==> src/rtl/mul_iter_unit.sv <==
// rtl/mul_iter_unit.sv - iterative shift-add MUL/MLA unit, one multiplier bit per clock
// Optional early exit once the remaining multiplier bits are zero: define MUL_EARLY_TERM_EN.
module mul_iter_unit #(
    parameter int DATA_W = 32,
    parameter int CNT_W  = 5
) (
    input  logic              clk,
    input  logic              rst_n,
    input  logic              start,
    input  logic              abort,
    input  logic              accumulate,
    input  logic [DATA_W-1:0] a,
    input  logic [DATA_W-1:0] b,
    input  logic [DATA_W-1:0] acc,
    input  logic [3:0]        wa_in,
    output logic              busy,
    output logic              done,
    output logic              we_out,
    output logic [DATA_W-1:0] result,
    output logic [3:0]        wa_out,
    output logic              flag_n,
    output logic              flag_z
);
    typedef enum logic [1:0] {
        S_IDLE = 2'd0,
        S_RUN  = 2'd1,
        S_DONE = 2'd2
    } state_t;

    state_t            state_q, state_d;
    logic [CNT_W-1:0]  cnt_q, cnt_d;
    logic [DATA_W-1:0] mcand_q, mcand_d;
    logic [DATA_W-1:0] mplr_q, mplr_d;
    logic [DATA_W-1:0] prod_q, prod_d;
    logic              busy_q, busy_d;
    logic              done_q, done_d;
    logic [DATA_W-1:0] result_q, result_d;
    logic [3:0]        wa_q, wa_d;
    logic              flag_n_q, flag_n_d;
    logic              flag_z_q, flag_z_d;
    logic [DATA_W-1:0] hold_result_q, hold_result_d;
    logic              hold_n_q, hold_n_d;
    logic              hold_z_q, hold_z_d;
    logic [DATA_W-1:0] prod_next;
    logic              last_bit;

    always_comb begin
        prod_next = mplr_q[0] ? prod_q + mcand_q : prod_q;
`ifdef MUL_EARLY_TERM_EN
        last_bit  = (cnt_q == CNT_W'(DATA_W-1)) || (mplr_q[DATA_W-1:1] == '0);
`else
        last_bit  = (cnt_q == CNT_W'(DATA_W-1));
`endif
        state_d       = state_q;
        cnt_d         = cnt_q;
        mcand_d       = mcand_q;
        mplr_d        = mplr_q;
        prod_d        = prod_q;
        busy_d        = busy_q;
        done_d        = 1'b0;
        result_d      = result_q;
        wa_d          = wa_q;
        flag_n_d      = flag_n_q;
        flag_z_d      = flag_z_q;
        hold_result_d = hold_result_q;
        hold_n_d      = hold_n_q;
        hold_z_d      = hold_z_q;
        case (state_q)
            S_IDLE: begin
                if (start && !abort) begin
                    mcand_d = a;
                    mplr_d  = b;
                    prod_d  = accumulate ? acc : '0;
                    wa_d    = wa_in;
                    cnt_d   = '0;
                    busy_d  = 1'b1;
                    state_d = S_RUN;
                end
            end
            S_RUN: begin
                if (abort) begin
                    busy_d  = 1'b0;
                    state_d = S_IDLE;
                end else begin
                    prod_d  = prod_next;
                    mcand_d = mcand_q << 1;
                    mplr_d  = mplr_q >> 1;
                    cnt_d   = cnt_q + CNT_W'(1);
                    if (last_bit) begin
                        // Old result is kept aside so an abort during DONE can put it back.
                        hold_result_d = result_q;
                        hold_n_d      = flag_n_q;
                        hold_z_d      = flag_z_q;
                        result_d      = prod_next;
                        flag_n_d      = prod_next[DATA_W-1];
                        flag_z_d      = (prod_next == '0);
                        done_d        = 1'b1;
                        state_d       = S_DONE;
                    end
                end
            end
            S_DONE: begin
                busy_d  = 1'b0;
                state_d = S_IDLE;
                if (abort) begin
                    result_d = hold_result_q;
                    flag_n_d = hold_n_q;
                    flag_z_d = hold_z_q;
                end
            end
            default: begin
                busy_d  = 1'b0;
                state_d = S_IDLE;
            end
        endcase
    end

    always_ff @(posedge clk) begin
        if (!rst_n) begin
            state_q       <= S_IDLE;
            cnt_q         <= '0;
            mcand_q       <= '0;
            mplr_q        <= '0;
            prod_q        <= '0;
            busy_q        <= 1'b0;
            done_q        <= 1'b0;
            result_q      <= '0;
            wa_q          <= '0;
            flag_n_q      <= 1'b0;
            flag_z_q      <= 1'b0;
            hold_result_q <= '0;
            hold_n_q      <= 1'b0;
            hold_z_q      <= 1'b0;
        end else begin
            state_q       <= state_d;
            cnt_q         <= cnt_d;
            mcand_q       <= mcand_d;
            mplr_q        <= mplr_d;
            prod_q        <= prod_d;
            busy_q        <= busy_d;
            done_q        <= done_d;
            result_q      <= result_d;
            wa_q          <= wa_d;
            flag_n_q      <= flag_n_d;
            flag_z_q      <= flag_z_d;
            hold_result_q <= hold_result_d;
            hold_n_q      <= hold_n_d;
            hold_z_q      <= hold_z_d;
        end
    end

    assign busy   = busy_q;
    assign done   = done_q & ~abort;
    assign we_out = done_q & ~abort;
    assign result = result_q;
    assign wa_out = wa_q;
    assign flag_n = flag_n_q;
    assign flag_z = flag_z_q;
endmodule

==> config.mk <==
export PLATFORM = sky130hd
export DESIGN_NAME = mul_iter_unit
export DESIGN_NICKNAME = d
export VERILOG_FILES = /design/src/rtl/mul_iter_unit.sv
export SDC_FILE = /design/constraint.sdc
export NUM_CORES = 1
export LEC_CHECK = 0
export BUFFER_PORTS_ARGS = -buffer_cell sky130_fd_sc_hd__buf_2
export CAP_MARGIN = 25
export CORE_UTILIZATION = 62
export CTS_CLUSTER_DIAMETER = 60
export CTS_CLUSTER_SIZE = 20
export DETAILED_ROUTE_END_ITERATION = 12
export PLACE_DENSITY = 0.86
export SYNTH_ARGS = -nofsm -noshare
export SYNTH_HDL_FRONTEND = slang
export SYNTH_SLANG_ARGS = --single-unit
==> constraint.sdc <==
create_clock -name clk -period 5.95 [get_ports clk]
set_input_delay 0.8925 -clock clk [delete_from_list [all_inputs] [get_ports clk]]
set_output_delay 0.8925 -clock clk [all_outputs]
set_load 0.02 [all_outputs]
## Word level (Yosys, flattened, before mapping)

Cells that the tools add are included.

| word-level totals | value |
|---|---|
| register bits | 177 |
| input port bits | 105 |
| word-level logic and storage cells | 76 |
| output and inout bits | 41 |

| operators by class | value |
|---|---|
| bitwise gates (word level) | 4 |
| $add $sub $neg | 2 |
| mux-type cells | 34 |
| reductions and logical operators | 13 |
| equality and inequality tests | 9 |

Operators by type and width:

| cell | count |
|---|---|
| two-way mux 32 bit | 11 |
| one-hot mux 32 bit (2 select lines) | 4 |
| adder 32 bit | 1 |
| zero test 32 bit | 1 |
| two-way mux 5 bit | 2 |
| inequality test 2 bit (second input constant) | 5 |
| one-hot mux 5 bit (2 select lines) | 1 |
| two-way mux 1 bit | 9 |
| two-way mux 2 bit | 3 |
| one-hot mux 1 bit (2 select lines) | 3 |
| AND reduction 2 bit | 3 |
| AND reduction 3 bit | 2 |
| adder 5 x 1 -> 5 bit (second input constant) | 1 |
| == test 5 bit (second input constant) | 1 |
| one-hot mux 2 bit (2 select lines) | 1 |
| AND reduction 4 bit | 1 |
| nonzero test 2 bit | 2 |
| inequality test 3 bit (second input constant) | 1 |
| NOT 1 bit | 3 |
| OR reduction 3 bit | 1 |
| == test 2 x 1 -> 1 bit (second input constant) | 1 |
| == test 2 bit (second input constant) | 1 |
| zero test 2 bit | 1 |
| bitwise AND 1 bit | 1 |
| other kinds (2) | 2 |

## Depth between registers and ports, before layout

| depth | value |
|---|---|
| depth after elaboration | 6 |
| depth in mapped cells | 13 |

## Worst setup path after synthesis

Ideal clock, no wire load.

| path | value |
|---|---|
| kind | reg-to-reg |
| from | reg mcand_q[0] |
| to | reg flag_z_q (netlist: flag_z) |
| data required time | 5.866 ns |
| slack | 2.582 ns |
| arrival | 3.284 ns |
| stages on the path, launching flop included | 14 |
| path through | dfxtp_1 -> ha_1 -> inv_1 -> fa_1 -> and2b_1 -> o2111a_1 -> o2111ai_2 -> and3_4 -> or2_1 -> a221oi_1 -> and4bb_1 -> nand4_1 -> or4b_1 -> o31ai_2 |

| between the ends | value |
|---|---|
| longest elaborated chain between the ends | 6 |

Ends and longest elaborated chain:

| item | line | RTL |
|---|---|---|
| start, declared | 32 | `logic [DATA_W-1:0] mcand_q, mcand_d;` |
| start signal, assigned | 137 | `mcand_q <= mcand_d;` |
| adder 32 bit | 48 | `prod_next = mplr_q[0] ? prod_q + mcand_q : prod_q;` |
| two-way mux 32 bit | 48 |  |
| zero test 32 bit | 96 | `flag_z_d = (prod_next == '0);` |
| two-way mux 1 bit | 89 | `if (last_bit) begin` |
| two-way mux 1 bit | 81 | `if (abort) begin` |
| one-hot mux 1 bit (2 select lines) | 68 | `case (state_q)` |
| end signal, assigned | 145 | `flag_z_q <= flag_z_d;` |
| end, declared | 40 | `logic flag_z_q, flag_z_d;` |

No other way between the ends. The select of a mux whose other input is x is not followed.
A chain may end at the register's enable or synchronous reset.

## Worst setup path after layout

Same ends and word-level chain as after synthesis.

==> flow_metrics.tcl <==
set metrics [dict create \
    routedWlPerCell_um 17.2 \
    cts_buffer_depth 2 \
    layout_commonest_cell "nand2_1" \
    path_buf_inv 1 \
    drc 0 \
    ctsRootBufferMaster "clkbuf_16" \
    clock_skew_ns 0.0120 \
    ys_warn_count 0 \
    status "complete, no violations" \
    worst-path-stages 13 \
    drt_iter0_drc 1044 \
    tightest_slew_ns 1.02 \
    first_pass_iters 8 \
    synth_edf_count 0 \
    place.gp.congestion 0.991 \
    drv_cap 0 \
    yosysUniqueCellTypes 71 \
    clk_latency_ns 0.45 \
    fin_area_mm2 0.0109 \
    clkSinkCount 177 \
    die_w_um 127 \
    via_per_inst 6.20 \
    r2r_end "flag_z" \
    final_cell_mix "nand2_1, nor2_1, dfxtp_1" \
    peakVddDrop_mv 0.228 \
    syn_nets 1440 \
    async_flop_share_pct 0 \
    hold_path_class "reg2reg" \
    period_share_pct 66.8 \
    syn_area_mm2 0.00964 \
    gr-total-overflow 0 \
    relSlewSlack_pct 31.3 \
    io_buffer_count 145 \
    grt_max_degree 182 \
    area_growth_pct 13.4 \
    hpwl_um 17800 \
    holdWs_ns 0.458 \
    drt-total-wl_um 27100 \
    crit_path_end "flag_z" \
    worst-endpoint-required_ns 6.31 \
    cpPeakStageDelay_ns 0.56 \
    cts_hold_buf 0 \
    die_h_um 127 \
    synth_ff_type "dfxtp_1" \
    dpl.cell_count 1544 \
    antenna_found_initial 2 \
    crit_fanout 4 \
    rsz0062_at_grt "false" \
    startpoint_type "flip-flop" \
    min_from "hold_result_q[24]" \
    coreArea_mm2 0.0152 \
    htree_levels 4 \
    path_delay_family "simple AND/OR/NAND/NOR gates" \
    syn-mean-instance-area_um2 7.41 \
    placed_area_mm2 0.0103 \
    reg2reg_depth 13 \
    grt_pass1_vias 8750 \
    ys_top_cells_by_area "dfxtp_1, nand2_1, nor2_1" \
    setup_viol 0 \
    postSynthCellCount 1301 \
    nNetsFinal 1515 \
    final_cells 1578 \
    pin_count 146 \
    fmax_mhz 251 \
    final-hold-violation-count 0 \
    min_period_ns 3.98 \
    p_leak_nw 4.46 \
    yosysTopAreaCell "dfxtp_1" \
    layout-drive-gt1-share_pct 15.0 \
    cp_data_arrival_time_ns 4.33 \
    clk_pin_slew_worst_paths_ns 0.07 \
    die_area_mm2 0.0161 \
    cts_resized 0 \
    rows 45 \
    postRouteAntennaNets 0 \
    cpMaxStageDelayCell "or4b_1" \
    grt_use_total_pct 33.7 \
    crit_path_end_kind "flip-flop" \
    rr_startpoint "mcand_q[0]" \
    startpoint "mcand_q[0]" \
    ys_seq_area_share_pct 36.8 \
    grt_pass1_wl_um 43200 \
    cts_tree "built" \
    finalMaxSlewViolations 0 \
    initial_utilization_pct 63.4 \
    synth-seq-cells 177 \
    powerDensity_mw_per_mm2 261 \
    via_count 9787 \
    path_cells "ha_1 -> inv_1 -> fa_1 -> and2b_1 -> o2111a_1 -> o2111ai_2 -> and3_4 -> or2_1 -> a221oi_1 -> and4bb_1 -> nand4_1 -> or4b_1 -> o31ai_2" \
    crit_type "reg2reg" \
    yosysTopAreaCellShare_pct 36.8 \
    cts_setup_buffers 0 \
    fin_tns_setup_ns 0 \
    cts_buffers 17 \
    reg2reg_slack_ns 1.97 \
]
[layout make-up]
class                   instances  area (um^2)
clock buffers                  18          439
fillers                      1223         4270
well taps                     188          235
multi-input cells            1012         5700
inverters                      11         43.8
diodes                          1         2.50
clock inverters                14          120
repair buffers                157          848
flip-flops and latches        177         3540
[cells by family (layout without fill, tap and decap cells)]
| kind of cell | Yosys count | in the layout | share of synthesized area, % |
|---|---|---|---|
| xor gates and xnor gates | 10 | 10 | 0.909 |
| adders and majority gates | 34 | 34 | 4.49 |
| and+or+nand+nor | 593 | 593 | 26.5 |
| buffers and inverters | 112 | 200 | 4.48 |
| AOI/OAI and AO/OA | 361 | 361 | 25.4 |
| DFF | 177 | 177 | 36.8 |
| muxes | 14 | 14 | 1.48 |
| other | 0 | 1 | 0 |
[worst reg2reg max path: stages, from the launching register on]
cell	delay [ns]
dfxtp_1	0.36
ha_1	0.20
inv_1	0.06
fa_1	0.40
and2b_1	0.26
o2111a_1	0.25
o2111ai_2	0.19
and3_4	0.23
or2_1	0.24
a221oi_1	0.51
and4bb_1	0.28
nand4_1	0.13
or4b_1	0.56
o31ai_2	0.22
[power breakdown]
part	switching, W	internal [W]
Clock	0.000520	0.000558
Combinational	0.000312	0.000180
Sequential	0.0000447	0.00124
Total	0.000876	0.00198
[registers in the layout, indices dropped and copies added, names as in the netlist, 2 cells and up]
register and flops:
state_q 2, mcand_q 32, result 32, hold_result_q 32
wa_out 4, cnt_q 5, mplr_q 32, prod_q 32
[synthesized netlist by cell type (all sizes together), types with 10 or more instances]
cell / n
a211oi: 24
a21o: 11
a21oi: 120
a311oi: 72
and3: 10
buf: 13
clkbuf: 88
dfxtp: 177
ha: 33
inv: 11
mux2i: 12
nand2: 268
nand3: 42
nand4: 10
nor2: 183
nor3: 26
o211ai: 24
o21ai: 44
or3: 10
[metal layers]
| layer | routed length (um) | vias up | track usage (%) |
|---|---|---|---|
| li1 | - | 4794 | - |
| met1 | 11800 | 4524 | 42.6 |
| met2 | 12700 | 395 | 56.0 |
| met3 | 1910 | 74 | 8.01 |
| met4 | 724 | 0 | 12.3 |
| met5 | 0 | - | 0 |
[metrics by stage]
stage	worst slack (ns)	total power, W	utilization (%)
floorplan	2.58	0.00164	-
global placement	2.11	0.00178	68.0
detailed placement	1.98	0.00179	68.0
CTS	2.04	0.00285	71.7
global route	1.82	0.00296	71.9
finish	1.97	0.00286	71.9
[worst min path at each step]
stage / slack (ns) / to / cells after the start
3_3_place_gp: 0.44 / hold_result_q[20] / 2
5_1_grt: 0.48 / cnt_q[4] / 2
3_5_place_dp: 0.44 / wa_out[3] / 2
6_report: 0.46 / hold_result_q[24] / 2
4_1_cts: 0.45 / wa_out[3] / 2
2_1_floorplan: 0.43 / hold_result_q[20] / 2
No activity file was read; power rests on OpenSTA's default activity.
